<file path="config.mk">
export PLATFORM = sky130hd
export DESIGN_NAME = exhaust_ctrl_gen
export DESIGN_NICKNAME = d
export VERILOG_FILES = /design/src/rtl/exhaust_ctrl_gen.sv
export SDC_FILE = /design/constraint.sdc
export NUM_CORES = 1
export LEC_CHECK = 0
export ABC_AREA = 0
export BUFFER_PORTS_ARGS = -buffer_cell sky130_fd_sc_hd__buf_4
export CORE_MARGIN = 2
export CORE_UTILIZATION = 50
export CTS_CLUSTER_DIAMETER = 150
export DETAILED_ROUTE_END_ITERATION = 8
export HOLD_SLACK_MARGIN = 0.03
export PLACE_DENSITY = 0.7
export SLEW_MARGIN = 10
export SYNTH_ARGS = -nofsm -noshare
export SYNTH_HDL_FRONTEND = slang
export SYNTH_SLANG_ARGS = --single-unit
</file>
<file path="constraint.sdc">
create_clock -name clk -period 5.7 [get_ports clk]
set_clock_uncertainty 0.15 [all_clocks]
set_input_delay 0.855 -clock clk [delete_from_list [all_inputs] [get_ports clk]]
set_output_delay 0.855 -clock clk [all_outputs]
set_load 0.02 [all_outputs]
</file>
<file path="src/rtl/exhaust_ctrl_gen.sv">
// Range-hood exhaust controller: LEVELS normal fan levels plus a once-per-power-cycle turbo, 1 s tick timed.
// Optional macro EXHAUST_MENU_TIMEOUT_EN adds a MENU inactivity timeout of MENU_SEC seconds.
module exhaust_ctrl_gen #(
  parameter int CLK_HZ     = 100000000,
  parameter int LEVELS     = 2,
  parameter int TURBO_SEC  = 60,
  parameter int RETURN_SEC = 60,
  parameter int CNT_W      = 8
`ifdef EXHAUST_MENU_TIMEOUT_EN
  ,
  parameter int MENU_SEC   = 10
`endif
) (
  input  logic              clk,
  input  logic              rst,
  input  logic              power_on,
  input  logic              menu_key,
  input  logic [LEVELS-1:0] level_key,
  input  logic              turbo_key,
  output logic [2:0]        level,
  output logic              busy,
  output logic              menu_active,
  output logic [CNT_W-1:0]  countdown,
  output logic              countdown_active,
  output logic              turbo_used
);

  localparam int         DIV_W     = (CLK_HZ > 1) ? $clog2(CLK_HZ) : 1;
  localparam logic [2:0] TOP_LVL   = 3'(LEVELS);
  localparam logic [2:0] TURBO_LVL = 3'(LEVELS + 1);

  typedef enum logic [2:0] {
    S_OFF,
    S_IDLE,
    S_MENU,
    S_RUN,
    S_TURBO,
    S_RETURN
  } state_t;

  state_t             r_state, w_state_next;
  logic [2:0]         r_level, w_level_next;
  logic [CNT_W-1:0]   r_cnt, w_cnt_next;
  logic               r_turbo_used, w_turbo_used_next;
  logic [DIV_W-1:0]   r_div, w_div_next;
  logic               r_power_prev, r_menu_prev, r_turbo_prev;
  logic [LEVELS-1:0]  r_level_prev;

  logic               w_power_rise, w_menu_rise, w_turbo_rise;
  logic [LEVELS-1:0]  w_level_rise;
  logic               w_level_any;
  logic [2:0]         w_level_sel;
  logic               w_tick;
  logic               w_div_restart;

`ifdef EXHAUST_MENU_TIMEOUT_EN
  localparam int MT_W = (MENU_SEC > 1) ? $clog2(MENU_SEC + 1) : 1;
  logic [MT_W-1:0] r_menu_ticks, w_menu_ticks_next;
`endif

  assign w_power_rise = power_on & ~r_power_prev;
  assign w_menu_rise  = menu_key & ~r_menu_prev;
  assign w_turbo_rise = turbo_key & ~r_turbo_prev;
  assign w_level_any  = |w_level_rise;
  assign w_tick       = (r_div == DIV_W'(CLK_HZ - 1));

  genvar gi;
  generate
    for (gi = 0; gi < LEVELS; gi++) begin : g_level_edge
      assign w_level_rise[gi] = level_key[gi] & ~r_level_prev[gi];
    end
  endgenerate

  // Scan from the top down so the lowest rising index is the one that sticks.
  always_comb begin
    w_level_sel = 3'd0;
    for (int i = LEVELS - 1; i >= 0; i--) begin
      if (w_level_rise[i]) begin
        w_level_sel = 3'(i + 1);
      end
    end
  end

  always_ff @(posedge clk or posedge rst) begin
    if (rst) begin
      r_state      <= S_OFF;
      r_level      <= 3'd0;
      r_cnt        <= '0;
      r_turbo_used <= 1'b0;
      r_div        <= '0;
      r_power_prev <= 1'b0;
      r_menu_prev  <= 1'b0;
      r_turbo_prev <= 1'b0;
      r_level_prev <= '0;
    end else begin
      r_state      <= w_state_next;
      r_level      <= w_level_next;
      r_cnt        <= w_cnt_next;
      r_turbo_used <= w_turbo_used_next;
      r_div        <= w_div_next;
      r_power_prev <= power_on;
      r_menu_prev  <= menu_key;
      r_turbo_prev <= turbo_key;
      r_level_prev <= level_key;
    end
  end

`ifdef EXHAUST_MENU_TIMEOUT_EN
  always_ff @(posedge clk or posedge rst) begin
    if (rst) begin
      r_menu_ticks <= '0;
    end else begin
      r_menu_ticks <= w_menu_ticks_next;
    end
  end
`endif

  always_comb begin
    w_state_next      = r_state;
    w_level_next      = r_level;
    w_cnt_next        = r_cnt;
    w_turbo_used_next = r_turbo_used;
    w_div_restart     = 1'b0;
`ifdef EXHAUST_MENU_TIMEOUT_EN
    w_menu_ticks_next = r_menu_ticks;
`endif

    // Losing power overrides every key and timer event.
    if (!power_on && (r_state != S_OFF)) begin
      w_state_next = S_OFF;
      w_level_next = 3'd0;
      w_cnt_next   = '0;
    end else begin
      case (r_state)
        S_OFF: begin
          if (w_power_rise) begin
            w_state_next      = S_IDLE;
            w_turbo_used_next = 1'b0;
          end
        end
        S_IDLE: begin
          if (w_menu_rise) begin
            w_state_next  = S_MENU;
            w_div_restart = 1'b1;
`ifdef EXHAUST_MENU_TIMEOUT_EN
            w_menu_ticks_next = '0;
`endif
          end
        end
        S_MENU: begin
          if (w_level_any) begin
            w_state_next = S_RUN;
            w_level_next = w_level_sel;
          end else if (w_turbo_rise && !r_turbo_used) begin
            w_state_next  = S_TURBO;
            w_cnt_next    = CNT_W'(TURBO_SEC);
            w_div_restart = 1'b1;
          end else if (w_menu_rise) begin
            w_state_next = S_IDLE;
`ifdef EXHAUST_MENU_TIMEOUT_EN
          end else if (w_turbo_rise) begin
            // A refused turbo press still counts as activity.
            w_div_restart     = 1'b1;
            w_menu_ticks_next = '0;
          end else if (w_tick) begin
            if (r_menu_ticks >= MT_W'(MENU_SEC - 1)) begin
              w_state_next = S_IDLE;
            end else begin
              w_menu_ticks_next = r_menu_ticks + 1'b1;
            end
`endif
          end
        end
        S_RUN: begin
          if (w_menu_rise) begin
            w_state_next = S_IDLE;
            w_level_next = 3'd0;
          end else if (w_level_any && (w_level_sel != r_level)) begin
            w_level_next = w_level_sel;
          end
        end
        S_TURBO: begin
          if (w_menu_rise) begin
            w_state_next      = S_RETURN;
            w_cnt_next        = CNT_W'(RETURN_SEC);
            w_turbo_used_next = 1'b1;
            w_div_restart     = 1'b1;
          end else if (w_tick) begin
            if (r_cnt <= CNT_W'(1)) begin
              w_state_next      = S_RUN;
              w_level_next      = TOP_LVL;
              w_cnt_next        = '0;
              w_turbo_used_next = 1'b1;
            end else begin
              w_cnt_next = r_cnt - 1'b1;
            end
          end
        end
        S_RETURN: begin
          if (w_tick) begin
            if (r_cnt <= CNT_W'(1)) begin
              w_state_next = S_IDLE;
              w_level_next = 3'd0;
              w_cnt_next   = '0;
            end else begin
              w_cnt_next = r_cnt - 1'b1;
            end
          end
        end
        default: begin
          w_state_next = S_OFF;
          w_level_next = 3'd0;
          w_cnt_next   = '0;
        end
      endcase
    end

    if (w_div_restart || w_tick) begin
      w_div_next = '0;
    end else begin
      w_div_next = r_div + 1'b1;
    end
  end

  always_comb begin
    level            = 3'd0;
    busy             = 1'b0;
    menu_active      = 1'b0;
    countdown_active = 1'b0;
    case (r_state)
      S_MENU: menu_active = 1'b1;
      S_RUN: begin
        level = r_level;
        busy  = 1'b1;
      end
      S_TURBO, S_RETURN: begin
        level            = TURBO_LVL;
        busy             = 1'b1;
        countdown_active = 1'b1;
      end
      default: begin
        level = 3'd0;
      end
    endcase
  end

  assign countdown  = countdown_active ? r_cnt : '0;
  assign turbo_used = r_turbo_used;

endmodule

</file>
==> impl_metrics.json, run 1 <==
{
  "outcome": "completed",
  "viasPerCell": 5.743,
  "postCtsSetupBuffers": 0,
  "insertion_delay_ns": 0.30,
  "synth-adder-area-share_pct": 1.376,
  "routedWlPerCell_um": 14.39,
  "fill_cells": 470,
  "rsz0062_at_grt": "no",
  "r2r_start": "r_state[1]",
  "drv_slew": 0,
  "area_growth_pct": 10.50,
  "grt_pass1_wl_um": 10140,
  "crit_buf_inv": 2,
  "fin_tns_setup_ns": 0,
  "vias": 2257,
  "grt_overflow": 0,
  "ant_nets": 0,
  "synth_top_family_by_area": "simple AND/OR/NAND/NOR gates",
  "h-tree-depth": 2,
  "critPathLaunchType": "flop",
  "syn-num-nets": 315,
  "io_pins": 22,
  "r2r_cells": 5,
  "drc": 0,
  "max_freq_mhz": 307.4,
  "row_count": 26,
  "syn_avg_cell_area_um2": 8.947,
  "cp_top_family": "simple AND/OR/NAND/NOR gates",
  "final_nets": 332,
  "die_w_um": 77.88,
  "synth_area_leaders": "dfrtp_1, nor2_1, xnor2_1, xor2_1, nand2_1",
  "critPathLaunch": "r_state[1]",
  "portBuffers": 20,
  "critPathCapture": "countdown[3]",
  "slowest_delay_ns": 0.63,
  "hold_violations": 0,
  "synth_ff_type": "dfrtp_1",
  "peakVddDrop_uv": 233.3,
  "arrival_ns": 2.25,
  "crit_type": "reg -> out",
  "cpMaxStageDelayCell": "dfrtp_1",
  "cts_root_buf": "clkbuf_8",
  "drt-total-wl_um": 5657,
  "cts_made_buffers": 5,
  "grt_pass1_vias": 2200,
  "initial_core_util_pct": 52.76,
  "synth-edff-count": 0,
  "finalSetupViolations": 0,
  "grt_start_max_net_pins": 47,
  "hpwl_um": 4031,
  "synth-seq-cells": 46,
  "synth_warnings": 0,
  "initialDrtViolationCount": 172,
  "synthXorXnorAreaFrac_pct": 7.703,
  "post_cts_resized": 0,
  "clock_sinks": 46,
  "synth.top_cell.area_share_pct": 42.18,
  "hold_ws_ns": 0.3437,
  "netlist_instances": 305,
  "powerDensity_mw_per_mm2": 288.4,
  "synth-compound-area-share_pct": 15.22,
  "place.gp.congestion": 0.8304,
  "required_ns": 4.70,
  "rrSetupSlack_ns": 3.08,
  "crit_chain": "nand2b_1 -> clkinv_1 -> and2_1 -> buf_4",
  "async_flop_share_pct": 100.0,
  "cp_num_cells": 4,
  "crit_path_max_fanout": 16,
  "yosysSeqAreaShare_pct": 42.18,
  "clk_path_buf_depth": 2,
  "antenna_found_initial": 0,
  "max-slew-margin-rel_pct": 27.19,
  "die_h_um": 77.88,
  "ys_types": 55,
  "grt_use_total_pct": 20.62,
  "cp-end-kind": "output pin",
  "leakage_nw": 1.286,
  "cap_violations": 0,
  "first_pass_iters": 4,
  "tightest_slew_ns": 1.089,
  "rr_endpoint": "r_cnt[2]",
  "finalCritPeriodShare_pct": 57.08,
  "hp-class": "reg -> reg",
  "holdPathStages": 1,
  "final_layout_size_suffix_gt1_share_pct": 11.46,
  "coreArea_mm2": 0.005172,
  "synth_mux_area_share_pct": 0.7336,
  "dieArea_mm2": 0.006065,
  "cts_tree": "built",
  "ctsHoldBuffers": 0,
  "netlist_area_mm2": 0.002729,
  "clkTransAtPathRegs_ns": 0.09,
  "final.min_clock_period_ns": 3.254,
  "antenna_cells": 0,
  "synthSimpleGateAreaFrac_pct": 28.93,
  "synth_area_leader_cell": "dfrtp_1"
}
[state kept, by name, summed over array words and instances (netlist names)]
name / flops
r_cnt: 8
r_div: 27
r_level: 2
r_level_prev: 2
r_menu_prev: 1
r_power_prev: 1
r_state: 3
r_turbo_prev: 1
turbo_used: 1
[metrics by stage]
| stage | setup WS [ns] | utilization [%] | total power, mW | instance area (um^2) | instances |
|---|---|---|---|---|---|
| final | 2.446 | 58.30 | 0.8696 | 3015 | 393 |
| after CTS | 2.485 | 58.30 | 0.8770 | 3015 | 393 |
| after global routing | 2.325 | 58.30 | 0.9331 | 3015 | 393 |
| after detailed placement | 2.593 | 56.19 | 0.6333 | 2907 | 385 |
| after global placement | 2.697 | 56.19 | 0.6298 | 2907 | 385 |
| after floorplan | 3.367 | - | 0.5835 | 2729 | 305 |
[how the worst min path moves through the flow]
stage / startpoint / end / slack [ns]
final: r_cnt[7] / r_cnt[7] / 0.34
after global routing: r_cnt[7] / r_cnt[7] / 0.38
after CTS: r_cnt[7] / r_cnt[7] / 0.35
after detailed placement: r_cnt[7] / r_cnt[7] / 0.34
after global placement: r_div[0] / r_div[0] / 0.33
after floorplan: r_div[0] / r_div[0] / 0.29
[where the power goes]
part / total (mW) / leakage [nW] / internal, mW / switching, mW
clock: 0.239 / 0.0579 / 0.129 / 0.109
sequential: 0.408 / 0.620 / 0.358 / 0.0506
combinational: 0.223 / 0.609 / 0.0874 / 0.135
total: 0.870 / 1.29 / 0.574 / 0.295
[layout by cell type (no fill, tap or decap), types with 2 or more instances in the layout]
cell type / instances
clkinv_2: 2
buf_4: 20
ha_1: 3
o22ai_1: 6
o211a_1: 2
clkbuf_8: 5
o21ai_0: 8
nor2b_1: 7
a41oi_1: 3
and3_1: 6
nor2_1: 45
nand3_1: 14
xor2_1: 12
a21oi_1: 13
and2_1: 7
xnor2_1: 12
and4_1: 4
o211ai_1: 3
dfrtp_1: 46
a32oi_1: 3
o211ai_2: 2
inv_1: 9
o31ai_1: 5
mux2i_1: 2
nand2b_1: 8
nand2_1: 22
nor3_1: 12
a31oi_1: 4
nand4_1: 10
[layer usage]
metal  vias up  share of wire, %  track usage, %
li1       1133                 -               -
met1      1068                47           28.23
met2        49                48           33.45
met3         7               3.7           3.605
met4         0              0.97           6.250
met5         -                 0               0
[logic make-up after synthesis]
| logic type | after synthesis |
|---|---|
| compound gates | 60 |
| xor+xnor | 24 |
| fa+ha+maj | 3 |
| buf+inv | 21 |
| flops | 46 |
| mux | 2 |
| other cells | 1 |
| simple gates | 148 |
[Yosys cell counts, drive strengths merged, types with 2 or more instances]
master	n
mux2i	2
o211ai	5
o211a	2
ha	3
dfrtp	46
xor2	12
o21ai	9
nor3b	2
a41oi	3
o31ai	5
buf	4
nor2b	7
and4	5
a21oi	13
nor4	2
and2	7
a31oi	4
o22ai	6
inv	10
clkbuf	6
nand4	10
a32oi	3
nand2	22
nand2b	8
nor2	45
and3	6
nand3	14
xnor2	12
nor3	12
[cell type report]
type                            instances  area [um^2]  share of cell area, %
Sequential cell                        46         1151                  38.17
Timing Repair Buffer                   20        150.1                  4.979
Multi-Input combinational cell        238         1476                  48.96
Clock inverter                          3        40.04                  1.328
Clock buffer                            5        68.82                  2.282
Inverter                               11        41.29                  1.369
Tap cell                               70        87.58                  2.905
(Power assumes the default switching activity.)
==> run 2: changes to the inputs <==
--- a/config.mk
+++ b/config.mk
@@ -12,7 +12,7 @@
 export CTS_CLUSTER_DIAMETER = 150
 export DETAILED_ROUTE_END_ITERATION = 8
 export HOLD_SLACK_MARGIN = 0.03
-export PLACE_DENSITY = 0.7
+export PLACE_DENSITY = 0.73
 export SLEW_MARGIN = 10
 export SYNTH_ARGS = -nofsm -noshare
 export SYNTH_HDL_FRONTEND = slang
==> constraint.sdc (replaced) <==
create_clock -name clk -period 2.85 [get_ports clk]
set_clock_uncertainty 0.15 [all_clocks]
set_input_delay 0.4275 -clock clk [delete_from_list [all_inputs] [get_ports clk]]
set_output_delay 0.4275 -clock clk [all_outputs]
set_load 0.02 [all_outputs]
==> run 2 against run 1 <==
  * Critical path depth unchanged
  * Power increased by 93%
  * Worst hold slack got worse by 0.26 ns
  * Clock-buffer cell count unchanged
  * Via count increased by 3.8%
  * Sequential power increased by 99%
  * Clock power increased by 69%
  * Worst setup slack got worse by 2.3 ns
  * Sequential share of layout area decreased by 0.42 points
  * Register-to-register slack got worse by 2.8 ns
  * Wire length increased by 3.0%
  * Die area unchanged
  * Largest cell class unchanged
  * Largest power group unchanged
  * Highest routed layer unchanged
==> impl_metrics.json, run 2 (same netlist as run 1, synthesis figures left out) <==
{
  "initialDrtViolationCount": 147,
  "drc": 0,
  "max-slew-margin-rel_pct": 38.07,
  "finalCritPeriodShare_pct": 94.50,
  "peakVddDrop_uv": 407.7,
  "antenna_cells": 0,
  "final_layout_size_suffix_gt1_share_pct": 13.33,
  "insertion_delay_ns": 0.30,
  "h-tree-depth": 2,
  "arrival_ns": 2.12,
  "wl_met2_um": 2845,
  "finalSetupViolations": 0,
  "dieArea_mm2": 0.006065,
  "wl_met3_um": 237,
  "die_w_um": 77.88,
  "slowest_delay_ns": 0.52,
  "required_ns": 2.27,
  "ctsHoldBuffers": 0,
  "die_h_um": 77.88,
  "vias": 2343,
  "grt_pass1_wl_um": 10470,
  "final_common_cell": "dfrtp_1",
  "post_cts_resized": 0,
  "hp-class": "in -> reg",
  "viasPerCell": 5.858,
  "io_pins": 22,
  "cts_root_buf": "clkbuf_8",
  "cp_top_family": "simple AND/OR/NAND/NOR gates",
  "final_cell_mix": "dfrtp_1, nor2_1, buf_4",
  "reg_top3": "r_div x27, r_cnt x8, r_state x3",
  "wl_met1_um": 2659,
  "max_freq_mhz": 371.3,
  "first_pass_iters": 4,
  "outcome": "completed",
  "portBuffers": 20,
  "dp.cells": 392,
  "crit_buf_inv": 2,
  "clk_path_buf_depth": 2,
  "hold_violations": 0,
  "crit_path_max_fanout": 13,
  "place.gp.congestion": 0.8532,
  "area_growth_pct": 11.74,
  "routedWlPerCell_um": 14.57,
  "hpwl_um": 4081,
  "crit_chain": "nand2b_1 -> clkinv_1 -> and2_1 -> buf_4",
  "drt-total-wl_um": 5826,
  "antenna_found_initial": 0,
  "drv_slew": 0,
  "grt_use_total_pct": 21.26,
  "leakage_nw": 1.307,
  "tightest_slew_ns": 0.9276,
  "largest_reg_flops": 27,
  "final_util_pct": 58.95,
  "ant_nets": 0,
  "cts_made_buffers": 5,
  "fin_tns_setup_ns": 0,
  "initial_core_util_pct": 52.76,
  "report.power.total_mw": 1.679,
  "cpMaxStageDelayCell": "dfrtp_1",
  "coreArea_mm2": 0.005172,
  "clock_sinks": 46,
  "rsz0062_at_grt": "no",
  "largest_register": "r_div",
  "cap_violations": 0,
  "final.min_clock_period_ns": 2.693,
  "grt_overflow": 0,
  "instances_no_fill": 400,
  "crit_type": "reg -> out",
  "grt_start_max_net_pins": 47,
  "final_nets": 339,
  "cts_tree": "built",
  "powerDensity_mw_per_mm2": 550.8,
  "grt_pass1_vias": 2290,
  "postCtsSetupBuffers": 0,
  "cp-end-kind": "output pin",
  "critPathLaunchType": "flop",
  "top_layer": "met4",
  "clkTransAtPathRegs_ns": 0.09,
  "row_count": 26
}
run 2: worst register-to-register path, stage by stage, from the launching register on:
cell and delay, ns:
dfrtp_1 0.58, nand2b_1 0.39, a211oi_1 0.81, and2_1 0.29
nand2_1 0.08, o22ai_1 0.16
run 2: area by class of cell:
type                            instances  area [um^2]
Fill cell                             472         2123
Timing Repair Buffer                   27        202.7
Tap cell                               70        87.58
Multi-Input combinational cell        238         1476
Clock inverter                          3        21.27
Inverter                               11        41.29
Sequential cell                        46         1151
Clock buffer                            5        68.82
run 2: final timing paths:
check,start,to,slack [ns],depth (start not counted)
setup reg to reg,r_state[2],r_cnt[1],0.31,5
max in group asynchronous,rst,r_cnt[1],1.79,2
setup / recovery,r_state[2],countdown[5],0.16,4
hold reg to reg,r_div[0],r_div[0],0.35,1
min in group asynchronous,rst,r_menu_prev,0.18,2
hold / removal,turbo_key,r_turbo_prev,0.09,1
run 2: through the flow:
stage	hold WS, ns	setup WS [ns]	area, um^2
after floorplan	0.2937	0.7502	2729
after global placement	0.3178	0.4491	2959
after detailed placement	0.3300	0.4046	2959
after CTS	0.07515	0.1762	3049
after global routing	0.07164	0.01895	3049
final	0.08859	0.1566	3049
run 2: layer usage:
layer | up-vias | track usage [%]
li1 | 1140 | -
met4 | 0 | 10.18
met1 | 1134 | 28.38
met2 | 59 | 33.19
met5 | - | 0
met3 | 10 | 4.070
run 2: power breakdown:
part	leakage, nW	internal [mW]	total [mW]	switching [mW]
logic	0.643	0.187	0.465	0.278
clock network	0.0441	0.173	0.404	0.232
registers	0.620	0.716	0.810	0.0946
==> run 3: changes to the inputs <==
--- a/config.mk
+++ b/config.mk
@@ -12,6 +12,7 @@
 export CTS_CLUSTER_DIAMETER = 150
 export DETAILED_ROUTE_END_ITERATION = 8
 export HOLD_SLACK_MARGIN = 0.03
+export MAX_ROUTING_LAYER = met4
 export PLACE_DENSITY = 0.73
 export SLEW_MARGIN = 10
 export SYNTH_ARGS = -nofsm -noshare
==> run 3 against run 2 <==
  * Wire length down 0.15%
  * First-iteration DRC count up 14%
  * Utilization unchanged
  * Via count down 0.38%
  * Clock power about the same
  * Die area unchanged
  * Worst setup slack worse by 0.0014 ns
  * Sequential power about the same
  * Highest routed layer unchanged
==> impl_metrics.json, run 3 (same netlist as run 1, synthesis figures left out) <==
{
  "peakVddDrop_uv": 406.4,
  "cp_top_family": "simple AND/OR/NAND/NOR gates",
  "rrSetupSlack_ns": 0.35,
  "drc": 0,
  "final_util_pct": 58.95,
  "max-slew-margin-rel_pct": 38.20,
  "io_pins": 22,
  "vias": 2334,
  "first_pass_iters": 6,
  "max_freq_mhz": 371.1,
  "grt_use_total_pct": 21.83,
  "initialDrtViolationCount": 167,
  "grt_start_max_net_pins": 47,
  "p_int_mw": 1.076,
  "power.share.clock_pct": 24.1,
  "post_cts_resized": 0,
  "largest_reg_flops": 27,
  "drt-total-wl_um": 5817,
  "rr_endpoint": "r_cnt[1]",
  "final_layout_size_suffix_gt1_share_pct": 13.33,
  "portBuffers": 20,
  "clock_sinks": 46,
  "dpl_cell_area_mm2": 0.002959,
  "ant_nets": 0,
  "crit_buf_inv": 2,
  "final_cell_mix": "dfrtp_1, nor2_1, buf_4",
  "coreArea_mm2": 0.005172,
  "worstHoldStart": "turbo_key",
  "powerDensity_mw_per_mm2": 551.3,
  "antenna_found_initial": 0,
  "post-route-cell-area_mm2": 0.003049,
  "slowest_delay_ns": 0.52,
  "holdPathEnd": "r_turbo_prev",
  "cts_tree": "built",
  "rsz0062_at_grt": "no",
  "final.min_clock_period_ns": 2.695,
  "initial_core_util_pct": 52.76,
  "pwr-share-seq_pct": 48.2,
  "viasPerCell": 5.835,
  "dieArea_mm2": 0.006065,
  "cp-end-kind": "output pin",
  "fin_tns_setup_ns": 0,
  "fin_ws_ns": 0.1552,
  "cap_violations": 0,
  "clkTransAtPathRegs_ns": 0.09,
  "h-tree-depth": 2,
  "hpwl_um": 4081,
  "reg_top3": "r_div x27, r_cnt x8, r_state x3",
  "ctsHoldBuffers": 0,
  "arrival_ns": 2.12,
  "pre_cts_ws_ns": 0.4046,
  "hold_violations": 0,
  "outcome": "completed",
  "drv_slew": 0,
  "r2r_start": "r_state[2]",
  "crit_path_max_fanout": 13,
  "fill_cells": 472,
  "r2r_cells": 5,
  "holdPathStages": 1,
  "grt_pass1_wl_um": 10470,
  "grt_pass1_vias": 2289,
  "hp-class": "in -> reg",
  "final_common_cell": "dfrtp_1",
  "largest_register": "r_div",
  "postCtsSetupBuffers": 0,
  "switchingPower_uw": 605.3,
  "antenna_cells": 0,
  "tightest_slew_ns": 0.9257,
  "crit_chain": "nand2b_1 -> clkinv_1 -> and2_1 -> buf_4",
  "required_ns": 2.27,
  "report.power.total_mw": 1.681,
  "cpMaxStageDelayCell": "dfrtp_1",
  "place.gp.congestion": 0.8668,
  "grt_overflow": 0,
  "leakage_nw": 1.307,
  "crit_type": "reg -> out",
  "cts_root_buf": "clkbuf_8",
  "area_growth_pct": 11.74,
  "final_nets": 339,
  "critPathLaunchType": "flop",
  "swShare_pct": 36.01,
  "finalSetupViolations": 0,
  "die_h_um": 77.88,
  "routedWlPerCell_um": 14.54,
  "die_w_um": 77.88,
  "finalCritPeriodShare_pct": 94.55,
  "comb_power_share_pct": 27.7,
  "cts_made_buffers": 5,
  "insertion_delay_ns": 0.30,
  "clk_path_buf_depth": 2,
  "row_count": 26
}
## run 3: metal layers
layer | track usage [%] | vias up | wire [um]
met5 | - | - | 0
met4 | 10.18 | 0 | 97
met3 | 4.070 | 10 | 252
met2 | 33.02 | 59 | 2828
met1 | 28.45 | 1122 | 2638
li1 | - | 1143 | -
## run 3: worst max-delay path by stage
stage / start / end / slack (ns) / cells after the start
3_3_place_gp: r_state[1] / r_level[1] / 0.45 / 6
5_1_grt: r_state[1] / countdown[5] / 0.02 / 4
6_report: r_state[2] / countdown[5] / 0.16 / 4
2_1_floorplan: r_div[11] / r_cnt[5] / 0.75 / 6
3_5_place_dp: r_state[2] / r_cnt[1] / 0.40 / 5
4_1_cts: r_state[2] / countdown[5] / 0.18 / 4
## run 3: power by group through the flow
stage	logic [mW]	registers, mW	clock network [mW]
floorplan	0.386	0.781	0
global route	0.523	0.825	0.449
finish	0.466	0.810	0.405
detailed placement	0.462	0.816	0
global placement	0.458	0.819	0
CTS	0.463	0.805	0.420
## run 3: final cells by class
class | instances | area [um^2] | area share, %
clock inverters | 3 | 21.27 | 0.6976
flip-flops and latches | 46 | 1151 | 37.75
repair buffers | 27 | 202.7 | 6.648
inverters | 11 | 41.29 | 1.354
well taps | 70 | 87.58 | 2.872
clock buffers | 5 | 68.82 | 2.257
multi-input cells | 238 | 1476 | 48.42
## run 3: per-stage QoR
step           std cells  hold WS, ns
6_report             400      0.08792
3_5_place_dp         392       0.3300
5_1_grt              400      0.07165
4_1_cts              400      0.07515
3_3_place_gp         392       0.3178
2_1_floorplan        305       0.2937
